## src/rtl/uart_baud_pkg.sv

```systemverilog
// Shared rate codes, default oversampling ratio and the divisor rounding
// function used by the oversampling UART baud generator.
package uart_baud_pkg;

  localparam logic [2:0] BAUD_2400   = 3'd0;
  localparam logic [2:0] BAUD_4800   = 3'd1;
  localparam logic [2:0] BAUD_9600   = 3'd2;
  localparam logic [2:0] BAUD_19200  = 3'd3;
  localparam logic [2:0] BAUD_38400  = 3'd4;
  localparam logic [2:0] BAUD_57600  = 3'd5;
  localparam logic [2:0] BAUD_115200 = 3'd6;
  localparam logic [2:0] BAUD_CUSTOM = 3'd7;

  localparam int OVERSAMPLE_DEF = 16;

  // Rounded clk_hz / (baud * os).
  function automatic int unsigned div_for(input int unsigned clk_hz,
                                          input int unsigned baud,
                                          input int unsigned os);
    return (clk_hz + (baud * os) / 2) / (baud * os);
  endfunction

endpackage

```

## src/rtl/baud_tick_cnt.sv

```systemverilog
// Enabled modulo-N counter with a registered one-cycle pulse in the cycle
// after it wraps; modulus 0 parks the counter at 0.
module baud_tick_cnt #(
  parameter int W = 16
) (
  input  logic         clock,
  input  logic         reset_n,
  input  logic         clr,
  input  logic         inc,
  input  logic [W-1:0] modulus,
  output logic [W-1:0] count,
  output logic         tick
);

  logic wrap;

  // >= rather than == so a modulus that shrinks below the count still wraps.
  assign wrap = inc && (modulus != '0) && (count >= modulus - W'(1));

  always_ff @(posedge clock or negedge reset_n) begin
    if (!reset_n) begin
      count <= '0;
      tick  <= 1'b0;
    end else if (clr || (modulus == '0)) begin
      count <= '0;
      tick  <= 1'b0;
    end else begin
      tick <= wrap;
      if (inc) count <= wrap ? '0 : count + W'(1);
    end
  end

endmodule

```

## src/rtl/baud_gen_os.sv

```systemverilog
// Oversampling UART baud generator: rx_tick at OVERSAMPLE x baud, tx_tick at baud.
// Define BAUD_CLK_EN to add a 50% duty baud_clk output; otherwise it is tied low.
module baud_gen_os
  import uart_baud_pkg::*;
#(
  parameter int CLK_FREQ_HZ = 50000000,
  parameter int OVERSAMPLE  = OVERSAMPLE_DEF,
  parameter int DIV_W       = 16
) (
  input  logic             clock,
  input  logic             reset_n,
  input  logic             enable,
  input  logic [2:0]       baud_sel,
  input  logic [DIV_W-1:0] custom_div,
  output logic             rx_tick,
  output logic             tx_tick,
  output logic             rate_upd,
  output logic             baud_clk
);

  localparam int OS_W = $clog2(OVERSAMPLE) + 1;
  localparam logic [OS_W-1:0]  OS_MOD  = OS_W'(OVERSAMPLE);
  localparam logic [DIV_W-1:0] DIV_RST = DIV_W'(div_for(CLK_FREQ_HZ, 2400, OVERSAMPLE));

  logic [DIV_W-1:0] sel_div;
  logic [DIV_W-1:0] act_div;
  logic [DIV_W-1:0] rx_cnt;
  logic [OS_W-1:0]  os_cnt;
  logic             first_ld;
  logic             load;
  logic             run;
  logic             rx_wrap_nxt;

  always_comb begin
    sel_div = custom_div;
    case (baud_sel)
      BAUD_2400:   sel_div = DIV_W'(div_for(CLK_FREQ_HZ, 2400,   OVERSAMPLE));
      BAUD_4800:   sel_div = DIV_W'(div_for(CLK_FREQ_HZ, 4800,   OVERSAMPLE));
      BAUD_9600:   sel_div = DIV_W'(div_for(CLK_FREQ_HZ, 9600,   OVERSAMPLE));
      BAUD_19200:  sel_div = DIV_W'(div_for(CLK_FREQ_HZ, 19200,  OVERSAMPLE));
      BAUD_38400:  sel_div = DIV_W'(div_for(CLK_FREQ_HZ, 38400,  OVERSAMPLE));
      BAUD_57600:  sel_div = DIV_W'(div_for(CLK_FREQ_HZ, 57600,  OVERSAMPLE));
      BAUD_115200: sel_div = DIV_W'(div_for(CLK_FREQ_HZ, 115200, OVERSAMPLE));
      default:     sel_div = custom_div;
    endcase
  end

  // A halted generator keeps sampling the selection so it can recover.
  assign run         = enable && (act_div != '0);
  assign load        = !enable || (act_div == '0) || tx_tick;
  assign rx_wrap_nxt = run && (rx_cnt >= act_div - DIV_W'(1));

  always_ff @(posedge clock or negedge reset_n) begin
    if (!reset_n) begin
      act_div  <= DIV_RST;
      first_ld <= 1'b1;
      rate_upd <= 1'b0;
    end else begin
      rate_upd <= load && (first_ld || (sel_div != act_div));
      if (load) begin
        act_div  <= sel_div;
        first_ld <= 1'b0;
      end
    end
  end

  baud_tick_cnt #(.W(DIV_W)) u_rx_cnt (
    .clock   (clock),
    .reset_n (reset_n),
    .clr     (!run),
    .inc     (1'b1),
    .modulus (act_div),
    .count   (rx_cnt),
    .tick    (rx_tick)
  );

  // Advancing on the pre-registered rx wrap lines tx_tick up with rx_tick.
  baud_tick_cnt #(.W(OS_W)) u_os_cnt (
    .clock   (clock),
    .reset_n (reset_n),
    .clr     (!run),
    .inc     (rx_wrap_nxt),
    .modulus (OS_MOD),
    .count   (os_cnt),
    .tick    (tx_tick)
  );

`ifdef BAUD_CLK_EN
  localparam logic [OS_W-1:0] OS_HALF = OS_W'(OVERSAMPLE / 2 - 1);

  logic baud_q;
  logic toggle;

  assign toggle = rx_wrap_nxt && ((os_cnt == OS_MOD - OS_W'(1)) || (os_cnt == OS_HALF));

  always_ff @(posedge clock or negedge reset_n) begin
    if (!reset_n)     baud_q <= 1'b0;
    else if (!run)    baud_q <= 1'b0;
    else if (toggle)  baud_q <= ~baud_q;
  end

  assign baud_clk = baud_q;
`else
  logic os_cnt_unused;
  assign os_cnt_unused = ^os_cnt;
  assign baud_clk      = 1'b0;
`endif

endmodule

```

## config.mk

```make
export PLATFORM = sky130hd
export DESIGN_NAME = baud_gen_os
export DESIGN_NICKNAME = d
export VERILOG_FILES = /design/src/rtl/uart_baud_pkg.sv /design/src/rtl/baud_tick_cnt.sv /design/src/rtl/baud_gen_os.sv
export SDC_FILE = /design/constraint.sdc
export NUM_CORES = 1
export LEC_CHECK = 0
export BUFFER_PORTS_ARGS = -buffer_cell sky130_fd_sc_hd__buf_2
export CAP_MARGIN = 10
export CORE_ASPECT_RATIO = 1.4
export CORE_UTILIZATION = 40
export CTS_BUF_LIST = sky130_fd_sc_hd__clkbuf_8
export DETAILED_ROUTE_END_ITERATION = 8
export GPL_ROUTABILITY_DRIVEN = 0
export MAX_ROUTING_LAYER = met4
export SLEW_MARGIN = 20
export SYNTH_ARGS = -nofsm -noshare
export SYNTH_HDL_FRONTEND = slang
export SYNTH_HIERARCHICAL = 1
export SYNTH_SLANG_ARGS = --single-unit
```

## constraint.sdc

```tcl
create_clock -name clock -period 3.5 [get_ports clock]
set_input_delay 0.175 -clock clock [delete_from_list [all_inputs] [get_ports clock]]
set_output_delay 0.175 -clock clock [all_outputs]
set_load 0.05 [all_outputs]
```

# ---- Word-level counts from Yosys, hierarchy flattened
# Cells that the tools add are included.
dict set report classes {
  n_addsub 3
  n_lt_le_gt_ge 2
  n_eq_ne 8
  muxes 8
  n_reduce_logical 14
}
# op count
set ops {}
lappend ops {{$pmux W16 S7} 1}
lappend ops {{$mux W16} 2}
lappend ops {{$add A16 B1 Y16 const B} 1}
lappend ops {{$ge A16 B16 Y1} 1}
lappend ops {{$logic_not A16 Y1} 1}
lappend ops {{$ne A16 B16 Y1} 1}
lappend ops {{$reduce_bool A16 Y1} 1}
lappend ops {{$sub A16 B1 Y16 const B} 1}
lappend ops {{$mux W5} 3}
lappend ops {{$eq A3 B3 Y1 const B} 3}
lappend ops {{$eq A3 B2 Y1 const B} 2}
lappend ops {{$add A5 B1 Y5 const B} 1}
lappend ops {{$ge A5 B4 Y1 const B} 1}
lappend ops {{$logic_and A1 B1 Y1} 5}
lappend ops {{$logic_or A1 B1 Y1} 4}
lappend ops {{$eq A3 B1 Y1 const B} 1}
lappend ops {{$logic_not A3 Y1} 1}
lappend ops {{$logic_not A1 Y1} 2}
lappend ops {{$mux W1} 2}
lappend ops {{$ne A2 B1 Y1 const B} 1}
dict set report totals {
  ff_bits 41
  input_bits 22
  output_inout_bits 4
  wordCells 42
}

# ---- Depth between registers and ports, before layout
dict set report logic_depth {
  depth_word 7
  ltp_mapped 17
  mapped_depth_nobuf 16
}

# ---- Hierarchy
# The synthesis kept the hierarchy.
# module instances cells_each area_per_inst_um2 seq_area_each_um2
set by_module_without_submodules {}
lappend by_module_without_submodules {baud_gen_os 1 213 1749.2 457.9}
lappend by_module_without_submodules {{baud_tick_cnt at u_rx_cnt} 1 188 1620.3 425.4}
lappend by_module_without_submodules {{baud_tick_cnt at u_os_cnt} 1 53 500.5 150.1}

# ---- Worst setup path after synthesis
# No wires, ideal clock.
dict set report synth_timing {
  path_kind {register to register}
  from {register act_div[3]}
  to {register u_rx_cnt.count[10]}
  setup_time_ns 0.094
  arrival_ns 3.582
  required_time_ns 3.406
  path_slack_ns -0.176
  path_stages_with_launch 13
  path_buffers 1
  period_less_slack_ns 3.676
  path_cell_list {dfrtp_1 -> or3_1 -> or4_1 -> or3_4 -> nor4_2 -> xnor2_1 -> ha_1 -> nand4_1 -> nor3_1 -> a211oi_1 -> a21boi_1 -> clkbuf_1 -> a211oi_1}
}
dict set report synth_via {
  elab_chain_cells 5
  word_cells_on_any_way 10
  classes_between {add/sub: 1; order compare: 1; mux: 2; reduce/logical: 6}
}
# element line
set synth_rtl {}
lappend synth_rtl {{start: declaration} baud_gen_os.sv:26} ;# logic [DIV_W-1:0] act_div;
lappend synth_rtl {{start signal: assignment} baud_gen_os.sv:61} ;# act_div <= sel_div;
lappend synth_rtl {{$sub A16 B1 Y16 or $reduce_bool A16 Y1 (tied branches)} {baud_tick_cnt.sv:18, baud_gen_os.sv:49}}
lappend synth_rtl {{$ge A16 B16 Y1 or $logic_and A1 B1 Y1 (tied branches)} {baud_tick_cnt.sv:18, baud_gen_os.sv:49}}
lappend synth_rtl {{$logic_and A1 B1 Y1 or $logic_not A1 Y1 (tied branches)} --}
lappend synth_rtl {{$mux W16 or $logic_or A1 B1 Y1 (tied branches)} {baud_tick_cnt.sv:29, baud_tick_cnt.sv:24}}
lappend synth_rtl {{$mux W16 *} baud_tick_cnt.sv:24} ;# end else if (clr || (modulus == '0)) begin
lappend synth_rtl {{end signal: assignment} baud_tick_cnt.sv:29} ;# if (inc) count <= wrap ? '0 : count + W'(1);
lappend synth_rtl {{end: declaration} baud_tick_cnt.sv:11} ;# output logic [W-1:0] count,
# Mark *: on every way between the ends. The rest lies on a longest branch, timed or not.
# A chain may end at the register's enable or synchronous reset.

# ---- Worst setup path after layout
dict set report layout_timing {
  from {register act_div[3]}
  to {register u_os_cnt.count[2]}
}
dict set report layout_via {
  elab_chain_cells 7
  word_cells_on_any_way 10
  classes_between {add/sub: 1; order compare: 1; eq/ne: 1; mux: 3; reduce/logical: 4}
}
# element line
set layout_rtl {}
lappend layout_rtl {{$sub A16 B1 Y16 or $reduce_bool A16 Y1 (tied branches)} {baud_gen_os.sv:51, baud_gen_os.sv:49}}
lappend layout_rtl {{$ge A16 B16 Y1 or $logic_and A1 B1 Y1 (tied branches)} {baud_gen_os.sv:51, baud_gen_os.sv:49}}
lappend layout_rtl {{$logic_and A1 B1 Y1 *} baud_gen_os.sv:51} ;# assign rx_wrap_nxt = run && (rx_cnt >= act_div - DIV_W'(1));
lappend layout_rtl {{named net rx_wrap_nxt} baud_gen_os.sv:32} ;# logic rx_wrap_nxt;
lappend layout_rtl {{$logic_and A1 B1 Y1} baud_tick_cnt.sv:18} ;# assign wrap = inc && (modulus != '0) && (count >= modulus - W'(1));
lappend layout_rtl {{$mux W5 (2 in a row)} baud_tick_cnt.sv:29}
lappend layout_rtl {{$mux W5} baud_tick_cnt.sv:24}
lappend layout_rtl {{end signal: assignment} baud_tick_cnt.sv:29}
lappend layout_rtl {{end: declaration} baud_tick_cnt.sv:11}
# Mark *: on every way through the listed nets, which the timed path passes. The rest lies on a longest branch. The select of a mux whose other input is x is not followed.

==> flow_metrics.env <==
export IMPL_status="complete, no violations"
export IMPL_synth_top_area_share_pct=22.6
export IMPL_ctsHtreeMaxLevel=2
export IMPL_core_um2=9410
export IMPL_p_sw_share_pct=33.8
export IMPL_crit_slowest_cell="or4_4"
export IMPL_cts_buffers_inserted=5
export IMPL_netlist_area_um2=3870
export IMPL_p_int_uw=770
export IMPL_grt_max_degree=42
export IMPL_p_per_area_nw_per_um2=264
export IMPL_slew_headroom_pct=37.1
export IMPL_grt_pass1_wl_mm=15.3
export IMPL_cp_slowest_stage_delay_ps=470
export IMPL_cts_tree="yes"
export IMPL_clock_latency_ps=310
export IMPL_ys_ff_latch=41
export IMPL_io_buffers=24
export IMPL_pwr_share_seq_pct=45.2
export IMPL_setup_viol=0
export IMPL_synthArstFlopShare_pct=100
export IMPL_synth_yosys_seq_area_share_pct=26.7
export IMPL_synthDistinctLibCells=62
export IMPL_crit_path_start_kind="register"
export IMPL_drv_cap=0
export IMPL_cp_end_kind="register"
export IMPL_drc_errors=0
export IMPL_critical_path_buf_inv_count=2
export IMPL_fin_cells=612
export IMPL_vdd_drop_max_mv=0.145
export IMPL_synth_cells=454
export IMPL_dieArea_um2=10100
export IMPL_finalMaxSlewViolations=0
export IMPL_pwr_share_comb_pct=26.9
export IMPL_p_switching_uw=393
export IMPL_crit_fanout=4
export IMPL_holdWs_ps=12.0
export IMPL_routed_wl_mm=9.09
export IMPL_crit_top_cell="nand2_1"
export IMPL_critPathKind="reg -> reg"
export IMPL_yosys_warnings=6
export IMPL_drtAntennaViolNets=0
export IMPL_final_cell_area_um2=4410
export IMPL_crit_arrival_ps=3650
export IMPL_finalHoldViolCount=0
export IMPL_antenna_found_initial=0
export IMPL_pin_count=26
export IMPL_n_antenna_cell=0
export IMPL_place_area_um2=4210
export IMPL_cts_root_buffer="clkbuf_8"
export IMPL_grt_use_met1_pct=22.1
export IMPL_min_period_over_period_pct=98.6
export IMPL_overflow=0
export IMPL_leakagePower_nw=1.87
export IMPL_max_freq_ghz=0.290
export IMPL_start_util_pct=41.1
export IMPL_synth_common_cells="nand2_1, ha_1, dfrtp_1"
export IMPL_drive_above_1_share_pct=17.7
export IMPL_grt_use_met2_pct=35.6
export IMPL_power_mw=1.16
export IMPL_wl_per_cell_um=14.9
export IMPL_area_delta_synth_final_pct=13.9
export IMPL_cts_sinks=41
export IMPL_dr_total_vias=3392
export IMPL_clk_path_buf_depth=2
export IMPL_synthFlopType="dfrtp_1"
export IMPL_fin_util_pct=46.9
export IMPL_synth_edf_count=0
export IMPL_path_clk_slew_ps=90
export IMPL_tightestPinTransition_ps=944
export IMPL_gr_usage_met3_pct=2.51
export IMPL_clkPwrFrac_pct=27.9
export IMPL_crit_chain="buf_4 > nor4_4 > nand2_1 > or4_4 > nor2_4 > nand2_1 > xor2_1 > ha_1 > a21o_1 > a21o_1 > a21oi_2 > nand3_1 > o21a_1 > buf_4 > nand2_1 > nor4_1 > a211o_1"
export IMPL_crit_required_ps=3700
export IMPL_drt_iter0_markers=79
export IMPL_nNetsFinal=565
export IMPL_dp_cells=601
export IMPL_yosysTopAreaCell="dfrtp_1"
export IMPL_crit_family="simple AND/OR/NAND/NOR gates"
export IMPL_rsz0062_at_grt="true"
export IMPL_die_y_um=118
export IMPL_grt_pass1_vias=3223
export IMPL_post_drt_via_cell_ratio=5.54
export IMPL_hpwl_mm=7.10
export IMPL_yosys_top_cells_area="dfrtp_1, ha_1, xnor2_1"
export IMPL_yosysMostFrequentCell="nand2_1"
export IMPL_rows=42
export IMPL_gr_max_usage_layer="met2"
export IMPL_firstDrtPassIters=7
export IMPL_grtUsageTotal_pct=19.7
export IMPL_finalClockSkew_ps=7.76
export IMPL_period_minus_slack_ps=3450
export IMPL_avgSynthCellArea_um2=8.52
export IMPL_hp_class="in -> async"
export IMPL_die_w_um=85.1
[stage by stage]
| stage | setup WS (ps) | setup TNS (ps) |
|---|---|---|
| 6_report | 47.6 | 0 |
| 5_1_grt | -134 | -1890 |
| 4_1_cts | 5.62 | 0 |
| 3_5_place_dp | -133 | -1620 |
| 3_3_place_gp | -48.2 | -416 |
| 2_1_floorplan | 36.5 | 0 |
[cells by family (layout without fill, tap and decap cells)]
family          Yosys count  after routing  share of synthesized area (%)
simple gates            189            189                           26.8
xor+xnor                 45             45                           10.2
buf+inv                  36             70                           4.88
compound gates           99             99                           17.6
fa+ha+maj                42             42                           13.6
other cells               2             16                          0.194
flops                    41             41                           26.7
[power by group through the flow]
stage | Clock (mW) | Sequential [mW] | Combinational (mW)
finish | 0.324 | 0.526 | 0.313
global route | 0.346 | 0.529 | 0.352
CTS | 0.333 | 0.526 | 0.305
detailed placement | 0 | 0.534 | 0.299
global placement | 0 | 0.533 | 0.294
floorplan | 0 | 0.535 | 0.214
[worst reg2reg max path: stages, from the launching register on]
cell	delay, ps
dfrtp_1	410
buf_4	150
nor4_4	260
nand2_1	120
or4_4	470
nor2_4	100
nand2_1	70
xor2_1	150
ha_1	300
a21o_1	190
a21o_1	180
a21oi_2	150
nand3_1	80
o21a_1	210
buf_4	140
nand2_1	50
nor4_1	40
a211o_1	280
[sequential cells by signal, indices dropped and copies added, names as in the netlist]
register        count
act_div            16
rate_upd            1
u_rx_cnt/count     16
u_os_cnt/count      5
u_rx_cnt/tick       1
first_ld            1
u_os_cnt/tick       1
[final timing paths]
check / start / endpoint / slack, ps / cells past startpoint
max in group asynchronous: reset_n / act_div[7]$_DFFE_PN0P_ / 2910 / 1
worst min-delay path: reset_n / u_rx_cnt/count[1]$_DFFE_PN0P_ / 10 / 1
worst min register to register: first_ld$_DFFE_PN1P_ / first_ld$_DFFE_PN1P_ / 500 / 1
worst max register to register: act_div[3]$_DFFE_PN0P_ / u_os_cnt/count[2]$_DFFE_PN0P_ / 50 / 17
worst max-delay path: act_div[3]$_DFFE_PN0P_ / u_os_cnt/count[2]$_DFFE_PN0P_ / 50 / 17
min in group clock: custom_div[14] / act_div[14]$_DFFE_PN0P_ / 130 / 3
[layout make-up]
cell class | instances | area, um^2
Sequential cell | 41 | 1030
Timing Repair Buffer | 46 | 293
Tap cell | 110 | 138
Multi-Input combinational cell | 391 | 2800
Clock buffer | 5 | 68.8
Clock inverter | 3 | 18.8
Inverter | 16 | 60.1
Fill cell | 920 | 5000
[what timing repair did]
action                                 in CTS  in global routing
endpoints found under the hold margin       0                  0
setup endpoints to repair                  20                 21
pin swaps                                   6                  5
gates cloned                                1                  0
hold buffers                                0                  0
resized for setup                          11                 10
buffers inserted                            0                  2
[cells in the final DEF, fill, tap and decap left out, types with 3 or more instances in the layout]
cell	instances
ha_1	42
a21o_1	8
or4_1	6
nor3_1	13
nand2_1	51
nand2b_1	12
dfrtp_1	35
and2_1	3
clkbuf_8	5
xor2_1	20
o31ai_1	7
nand4_1	13
or3_4	3
xnor2_1	25
nor2_1	28
a211oi_1	10
inv_1	17
a31oi_1	5
nor3b_1	5
buf_4	20
dfstp_2	6
o21a_1	3
o21ai_0	16
nand3_1	14
nor4_1	4
nor2b_1	7
buf_2	24
or3_1	7
conb_1	16
a211oi_2	3
o21ai_1	3
a21oi_1	25
[per-layer routing]
metal	wire length (um)	share of wire (%)
met5	0	0
met2	4850	53
met1	3880	43
met3	205	2.3
met4	159	1.7
Power figures use the tool's default switching activity.
